[src/rtl/fifo_lvl.sv]
// fifo_lvl: synchronous first-word-fall-through FIFO for any DEPTH >= 2, with
// occupancy count, programmable almost flags, sticky error flags and optional flush.
module fifo_lvl #(
  parameter int WIDTH = 8,
  parameter int DEPTH = 16,
  parameter     CLEAR = "none",
  parameter int CNT_W = $clog2(DEPTH + 1)
) (
  input  logic             clk,
  input  logic             rstn,
  input  logic [WIDTH-1:0] din,
  input  logic             w,
  input  logic             r,
  output logic [WIDTH-1:0] dout,
  output logic             full,
  output logic             empty,
  output logic [CNT_W-1:0] count,
  input  logic [CNT_W-1:0] af_th,
  input  logic [CNT_W-1:0] ae_th,
  output logic             almost_full,
  output logic             almost_empty,
  input  logic             clr,
  output logic             ovf,
  output logic             udf,
  input  logic             err_clr
);

  localparam int PTR_W    = $clog2(DEPTH);
  localparam bit FLUSH_EN = (CLEAR == "sync");

  logic [WIDTH-1:0] mem [DEPTH];
  logic [PTR_W-1:0] wptr, rptr;
  logic [CNT_W-1:0] count_nxt;
  logic             rd_acc, wr_acc, flush;
  logic             ovf_set, udf_set;

  // w and r are request strobes, not a valid/ready pair: a read is accepted
  // when the FIFO is not empty; a write when it is not full, or when a read
  // frees a slot in the same cycle. Rejected requests raise ovf/udf instead.
  assign rd_acc = r & ~empty;
  assign wr_acc = w & (~full | r);
  assign flush  = FLUSH_EN & clr;

  assign ovf_set = ~flush & w & ~wr_acc;
  assign udf_set = ~flush & r & empty;

  function automatic logic [PTR_W-1:0] ptr_inc(input logic [PTR_W-1:0] p);
    return (p == PTR_W'(DEPTH - 1)) ? '0 : p + PTR_W'(1);
  endfunction

  always_comb begin
    count_nxt = count;
    case ({wr_acc, rd_acc})
      2'b10:   count_nxt = count + CNT_W'(1);
      2'b01:   count_nxt = count - CNT_W'(1);
      default: count_nxt = count;
    endcase
  end

  // Storage is intentionally left out of reset.
  always_ff @(posedge clk) begin
    if (wr_acc && !flush) mem[wptr] <= din;
  end

  always_ff @(posedge clk or negedge rstn) begin
    if (!rstn) begin
      wptr  <= '0;
      rptr  <= '0;
      count <= '0;
      full  <= 1'b0;
      empty <= 1'b1;
    end else if (flush) begin
      wptr  <= rptr;
      count <= '0;
      full  <= 1'b0;
      empty <= 1'b1;
    end else begin
      if (wr_acc) wptr <= ptr_inc(wptr);
      if (rd_acc) rptr <= ptr_inc(rptr);
      count <= count_nxt;
      full  <= (count_nxt == CNT_W'(DEPTH));
      empty <= (count_nxt == '0);
    end
  end

  // A set event outranks err_clr in the same cycle.
  always_ff @(posedge clk or negedge rstn) begin
    if (!rstn) begin
      ovf <= 1'b0;
      udf <= 1'b0;
    end else begin
      ovf <= ovf_set | (ovf & ~err_clr);
      udf <= udf_set | (udf & ~err_clr);
    end
  end

  assign dout         = mem[rptr];
  assign almost_full  = (count >= af_th);
  assign almost_empty = (count <= ae_th);

endmodule

[config.mk]
export PLATFORM = sky130hd
export DESIGN_NAME = fifo_lvl
export DESIGN_NICKNAME = d
export VERILOG_FILES = /design/src/rtl/fifo_lvl.sv
export SDC_FILE = /design/constraint.sdc
export NUM_CORES = 1
export LEC_CHECK = 0
export ABC_AREA = 1
export BUFFER_PORTS_ARGS = -buffer_cell sky130_fd_sc_hd__buf_2
export CAP_MARGIN = 20
export CORE_ASPECT_RATIO = 1.1
export CORE_UTILIZATION = 50
export DETAILED_ROUTE_END_ITERATION = 7
export GPL_TIMING_DRIVEN = 0
export MAX_ROUTING_LAYER = met4
export PLACE_DENSITY = 0.68
export SYNTH_ARGS = -nofsm -noshare
export SYNTH_HDL_FRONTEND = slang
export SYNTH_SLANG_ARGS = --single-unit
[constraint.sdc]
create_clock -name clk -period 4.3 [get_ports clk]
set_input_delay 0.43 -clock clk [delete_from_list [all_inputs] [get_ports clk]]
set_output_delay 0.43 -clock clk [all_outputs]
set_load 0.01 [all_outputs]
# Word level (Yosys, flattened, before mapping)
# Memories as Yosys holds them, arrays and structs flattened.
# Cells that the tools add are included.
dict set report word_totals {
  regBits 17
  ramBits 128
  in_bits 24
  wordCells 38
  memories 1
}
# name depth word_bits read_ports rd_clocked_by_memory_dff wr line
set mem_list {}
lappend mem_list {mem 16 8 1 0 1 31} ;# logic [WIDTH-1:0] mem [DEPTH];
dict set report classes {
  add_sub_neg 4
  order_cmp 2
  eq_ne 5
  muxes 5
  bitwise 13
  reduce_logical 1
}
# cell n
set ops {}
lappend ops {{one-hot mux 5 bit (2 select lines)} 1}
lappend ops {{adder 4 x 1 -> 4 bit, second input constant} 2}
lappend ops {{== test 4 bit, second input constant} 2}
lappend ops {{two-way mux 4 bit} 2}
lappend ops {{bitwise AND 1 bit} 6}
lappend ops {{adder 5 x 1 -> 5 bit, second input constant} 1}
lappend ops {{== test 5 bit, second input constant} 1}
lappend ops {{>= comparator 5 bit} 1}
lappend ops {{<= comparator 5 bit} 1}
lappend ops {{zero test 5 bit} 1}
lappend ops {{subtractor 5 x 1 -> 5 bit, second input constant} 1}
lappend ops {{NOT 1 bit} 4}
lappend ops {{bitwise OR 1 bit} 3}
lappend ops {{== test 2 x 1 -> 1 bit, second input constant} 1}
lappend ops {{== test 2 bit, second input constant} 1}
lappend ops {{two-way mux 1 bit} 2}

# Depth between registers and ports, before layout
dict set report depth {
  depth_word 6
  depth_mapped 15
}

# Worst setup path after synthesis
# OpenSTA, ideal clock, no wires.
dict set report synth_timing {
  kind {register to register}
  start {reg empty}
  end {reg empty}
  setup_time_ns 0.067
  arrival_time_ns 1.739
  t_required_ns 4.233
  setup_slack_ns 2.494
  path_stages_with_launch 13
  synth_period_minus_slack_ns 1.806
  path_cell_list {dfstp_2 > inv_2 > nand2_1 > nor2_2 > nand2_1 > nand2_2 > ha_1 > nand2_1 > o21ai_0 > or2_1 > nor2_2 > nand3_1 > nor2_1}
}
dict set report synth_between {
  elab_chain_len 5
  word_cells_on_any_way 6
}
# element line
set synth_lines {}
lappend synth_lines {{from (decl)} 16} ;# output logic empty,
lappend synth_lines {{from (signal assigned)} 82} ;# empty <= (count_nxt == '0);
lappend synth_lines {{NOT 1 bit *} 40} ;# assign rd_acc = r & ~empty;
lappend synth_lines {{bitwise AND 1 bit *} 40}
lappend synth_lines {{== test 2 x 1 -> 1 bit or == test 2 bit (tied branches)} 53} ;# case ({wr_acc, rd_acc})
lappend synth_lines {{one-hot mux 5 bit (2 select lines) *} 53}
lappend synth_lines {{net count_nxt[1]} 33} ;# logic [CNT_W-1:0] count_nxt;
lappend synth_lines {{zero test 5 bit *} 82}
# Mark *: on every way through the listed nets, which the timed path passes. The rest lies on a longest branch.
# A chain may end at the register's enable or synchronous reset.

# Worst setup path in the final report
dict set report layout_timing {
  start {reg rptr[1]}
  end {out dout[3]}
}
dict set report layout_between {
  elab_chain_len 1
}
# element line
set layout_lines {}
lappend layout_lines {{from (decl)} 32} ;# logic [PTR_W-1:0] wptr, rptr;
lappend layout_lines {{from (signal assigned)} 79} ;# if (rd_acc) rptr <= ptr_inc(rptr);
lappend layout_lines {{memory read (16 x 8 bit)} n/a}
lappend layout_lines {{to (decl)} 14} ;# output logic [WIDTH-1:0] dout,
# No other way between the ends.

==> flow_summary.toml <==
[power]
power.density_cell_area_nw_per_um2 = 697
comb_power_share_pct = 35.3
seq_power_share_pct = 37.1
vdd_drop_max_uv = 403
swShare_pct = 37.2
switching_power_mw = 1.87
cellInternalPower_mw = 3.15
clock_power_share_pct = 27.6
p_leak_nw = 2.68

[grt]
globalRouteTotalUtil_pct = 25.5
grt_antenna_before_repair = 0
pin_count_of_the_biggest_net_entering_global_routing = 18
grt-ovfl-total = 0
first_global_vias = 4303
global_route_wire_length_before_repair_um = 23000

[place]
hpwlAfterDp_um = 9740
detailedPlace.worstSlack_ps = 1960
place_congestion = 0.943
place.port_buffers = 41
placement.cell_area_um2 = 6630

[logic_synthesis]
synthDominantCellAreaShare_pct = 61.7
part_of_the_yosys_area_used_for_sequential_elements_pct = 68.6
synth_area_leaders = "sky130_fd_sc_hd__edfxtp_1 62%, sky130_fd_sc_hd__dfrtp_1 6.4%, sky130_fd_sc_hd__nor2_1 5.2%"
synth_enable_flop_cells = 128
synth_seq_cells = 145
syn-mean-instance-area_um2 = 12.0
library_cell_with_the_highest_instance_count_after_synthesis = "sky130_fd_sc_hd__edfxtp_1"
syn-cell-area_um2 = 6230
async_flop_share_pct = 11.7
synth-main-ff-cell = "sky130_fd_sc_hd__edfxtp_1"
synth_commonest_cells = "128 x sky130_fd_sc_hd__edfxtp_1, 86 x sky130_fd_sc_hd__nor2_1, 51 x sky130_fd_sc_hd__nand2_1"
post_synth_net_total = 562
synth_cell_type_count = 32
synth_cells = 520
yosys_warns = 0
netlist.top_cell.by_area = "sky130_fd_sc_hd__edfxtp_1"

[critical_path]
critical_path.n_buffers_inverters = 3
worst_path_dominant_cell_family = "buffers and inverters"
critical_path_required_ps = 3870
crit_cells = 7
setup.worst_path.end_class = "output pin"
cpPeakStageDelay_ps = 480
worstRegToRegCells = 12
path_cells = "inv_2, clkbuf_1, o21ai_0, o221ai_1, nand3_1, nand3_1, buf_2"
crit_path_start_kind = "flip-flop"
reg2reg_setup_slack_ps = 2320
worst-endpoint-arrival_ps = 2410
criticalPathCategory = "flip-flop to output pin"
worst_path_max_delay_cell = "sky130_fd_sc_hd__dfrtp_1"
path_common_cell = "sky130_fd_sc_hd__nand3_1"
crit_fanout = 10

[final_layout]
final_layout_net_count = 623
sequential_area_um2 = 4270
area_occupied_by_multi_input_gates_um2 = 1720
drive_gt1_share_pct = 16.3
area_of_all_placed_cells_without_fillers_um2 = 7190
final_core_occ_pct = 59.5
antenna_diode_count = 0
fillers = 968
area.growth.synth_to_final_pct = 15.5

[clocking]
htreeDepth = 4
cts_tree = "done"
tritoncts_num_sinks = 145
clock_tree.buffer_depth = 2
cts.root.buffer_cell = "sky130_fd_sc_hd__clkbuf_16"
clock_latency_ps = 420
clk_pin_slew_worst_paths_ps = 60
tritoncts.num_buffers = 17
post_cts_gate_resize_count = 0

[floorplan]
count_of_standard_cell_rows = 42
core_area_um2 = 12100
die_width_um = 108
ios = 43
y_dimension_of_the_die_um = 119
floorplan.initialDensity_pct = 51.5
floorplan.die_area_um2 = 12900

[timing]
post_route_setup_slack_ps = 1460
final_setup_violation_count = 0
layout_worst_path_cycle_share_pct = 66.0
clock_skew_ps = 8.79
max_slew.worst_pin.slew_ps = 1070
final_critical_delay_including_setup_and_external_delays_ps = 2840
final_hold_slack_ps = 224
setup_repair_after_global_routing_missed_its_margin = "no"
slew_violations = 0
max_freq_ghz = 0.352
finalHoldViolations = 0
slew_headroom_pct = 28.5
setup_total_negative_slack_ps = 0

[run]
max-cap-violations = 0

[route]
detail-route-antenna-nets = 0
post-route-drc-count = 0
routedWlPerCell_um = 19.7
vias = 4369
viasPerCell = 5.84
totalWireLength_um = 14800
detailedRoute.firstPassIterationCount = 5
initialDrtViolationCount = 344

[worst_hold_path]
worst_hold_depth = 2
timing.hold.worst.class = "input pin to flip-flop"

[status]
run_status = "finished clean"
-- worst reg2reg max path, stage by stage (launching register included) --
cell,delay [ps]
sky130_fd_sc_hd__dfstp_2,600
sky130_fd_sc_hd__inv_2,70
sky130_fd_sc_hd__nand2_1,70
sky130_fd_sc_hd__nor2_2,50
sky130_fd_sc_hd__nand2_1,70
sky130_fd_sc_hd__nand2_2,60
sky130_fd_sc_hd__ha_1,280
sky130_fd_sc_hd__nand2_1,60
sky130_fd_sc_hd__o21ai_0,100
sky130_fd_sc_hd__or2_1,230
sky130_fd_sc_hd__nor2_2,100
sky130_fd_sc_hd__nand3_1,100
sky130_fd_sc_hd__nor2_1,130
-- power groups by stage --
stage	sequential, mW	combinational [mW]	clock, mW
2_1_floorplan	1.86	1.12	0
3_3_place_gp	1.88	1.69	0
3_5_place_dp	1.88	1.74	0
4_1_cts	1.86	1.75	1.40
5_1_grt	1.88	1.95	1.45
6_report	1.86	1.77	1.38
-- cells by family (layout without fill, tap and decap cells) --
group	count (synthesis)	in the layout	share of synthesized area, %
AOI/OAI and AO/OA	119	119	11.2
xor gates and xnor gates	4	4	0.563
adders and majority gates	18	18	3.62
buffers and inverters	57	131	3.88
DFF	145	145	68.6
and+or+nand+nor	177	177	12.2
-- cell usage in the layout, fill, tap and decap left out --
| master | count |
|---|---|
| sky130_fd_sc_hd__o21ai_1 | 23 |
| sky130_fd_sc_hd__clkinvlp_4 | 5 |
| sky130_fd_sc_hd__xor2_1 | 3 |
| sky130_fd_sc_hd__buf_6 | 2 |
| sky130_fd_sc_hd__nor2_8 | 1 |
| sky130_fd_sc_hd__clkinv_2 | 1 |
| sky130_fd_sc_hd__dlygate4sd3_1 | 1 |
| sky130_fd_sc_hd__nand4_1 | 1 |
| sky130_fd_sc_hd__nand3b_1 | 1 |
| sky130_fd_sc_hd__o211ai_1 | 4 |
| sky130_fd_sc_hd__xnor2_1 | 1 |
| sky130_fd_sc_hd__nor3_1 | 2 |
| sky130_fd_sc_hd__edfxtp_1 | 128 |
| sky130_fd_sc_hd__ha_1 | 18 |
| sky130_fd_sc_hd__o221ai_1 | 13 |
| sky130_fd_sc_hd__bufinv_16 | 2 |
| sky130_fd_sc_hd__nand2_1 | 51 |
| sky130_fd_sc_hd__o21bai_1 | 4 |
| sky130_fd_sc_hd__nand3_2 | 3 |
| sky130_fd_sc_hd__dfrtp_1 | 16 |
| sky130_fd_sc_hd__o22ai_1 | 22 |
| sky130_fd_sc_hd__nand3_1 | 24 |
| sky130_fd_sc_hd__buf_2 | 51 |
| sky130_fd_sc_hd__clkinv_1 | 5 |
| sky130_fd_sc_hd__o21ai_0 | 47 |
| sky130_fd_sc_hd__clkbuf_16 | 17 |
| sky130_fd_sc_hd__nor2_1 | 86 |
| sky130_fd_sc_hd__a21oi_1 | 4 |
| sky130_fd_sc_hd__or2_1 | 1 |
| sky130_fd_sc_hd__a21o_1 | 1 |
| sky130_fd_sc_hd__inv_1 | 28 |
| sky130_fd_sc_hd__nand2_2 | 5 |
| sky130_fd_sc_hd__dfstp_2 | 1 |
| sky130_fd_sc_hd__o21a_1 | 1 |
| sky130_fd_sc_hd__nor2_2 | 2 |
| sky130_fd_sc_hd__clkbuf_1 | 12 |
| sky130_fd_sc_hd__inv_2 | 7 |
-- sequential cells by signal, summed over array words and instances (netlist names) --
register and cells:
mem 128, rptr 4, count 5, full 1
wptr 4, empty 1, ovf 1, udf 1
-- worst paths after layout --
kind | endpoint | from
worst max-delay path | dout[3] | rptr[1]
worst min-delay path | udf | err_clr
worst max register to register | empty | empty
worst min register to register | rptr[3] | rptr[3]
max in group asynchronous | empty | rstn
min in group asynchronous | rptr[3] | rstn
-- metrics by stage --
step,cells,power (mW)
after floorplan,520,2.98
after global placement,715,3.57
after detailed placement,715,3.62
after CTS,748,5.01
after global routing,748,5.28
final,748,5.01
-- final cells by class --
cell class	instances	share of cell area (%)
Inverter	36	1.88
Tap cell	154	2.68
Clock inverter	12	1.64
Sequential cell	145	59.4
Multi-Input combinational cell	318	23.9
Timing Repair Buffer	42	2.99
Clock buffer	20	6.07
Buffer	21	1.48
-- layer usage --
metal  vias up  routed length (um)  part of all wire [%]  track usage (%)
met4         0                 306                   2.1             11.2
met5         -                   0                     0                -
met2       219                7280                    49             39.6
met3        26                1290                   8.7             5.69
li1       1994                   -                     -                -
met1      2130                5890                    40             32.1
-- repair_timing --
item,4_1_cts,5_1_grt
hold buffers,1,0
hold endpoints to repair,16,0
buffers inserted,0,0
No activity file was read; power rests on OpenSTA's default activity.
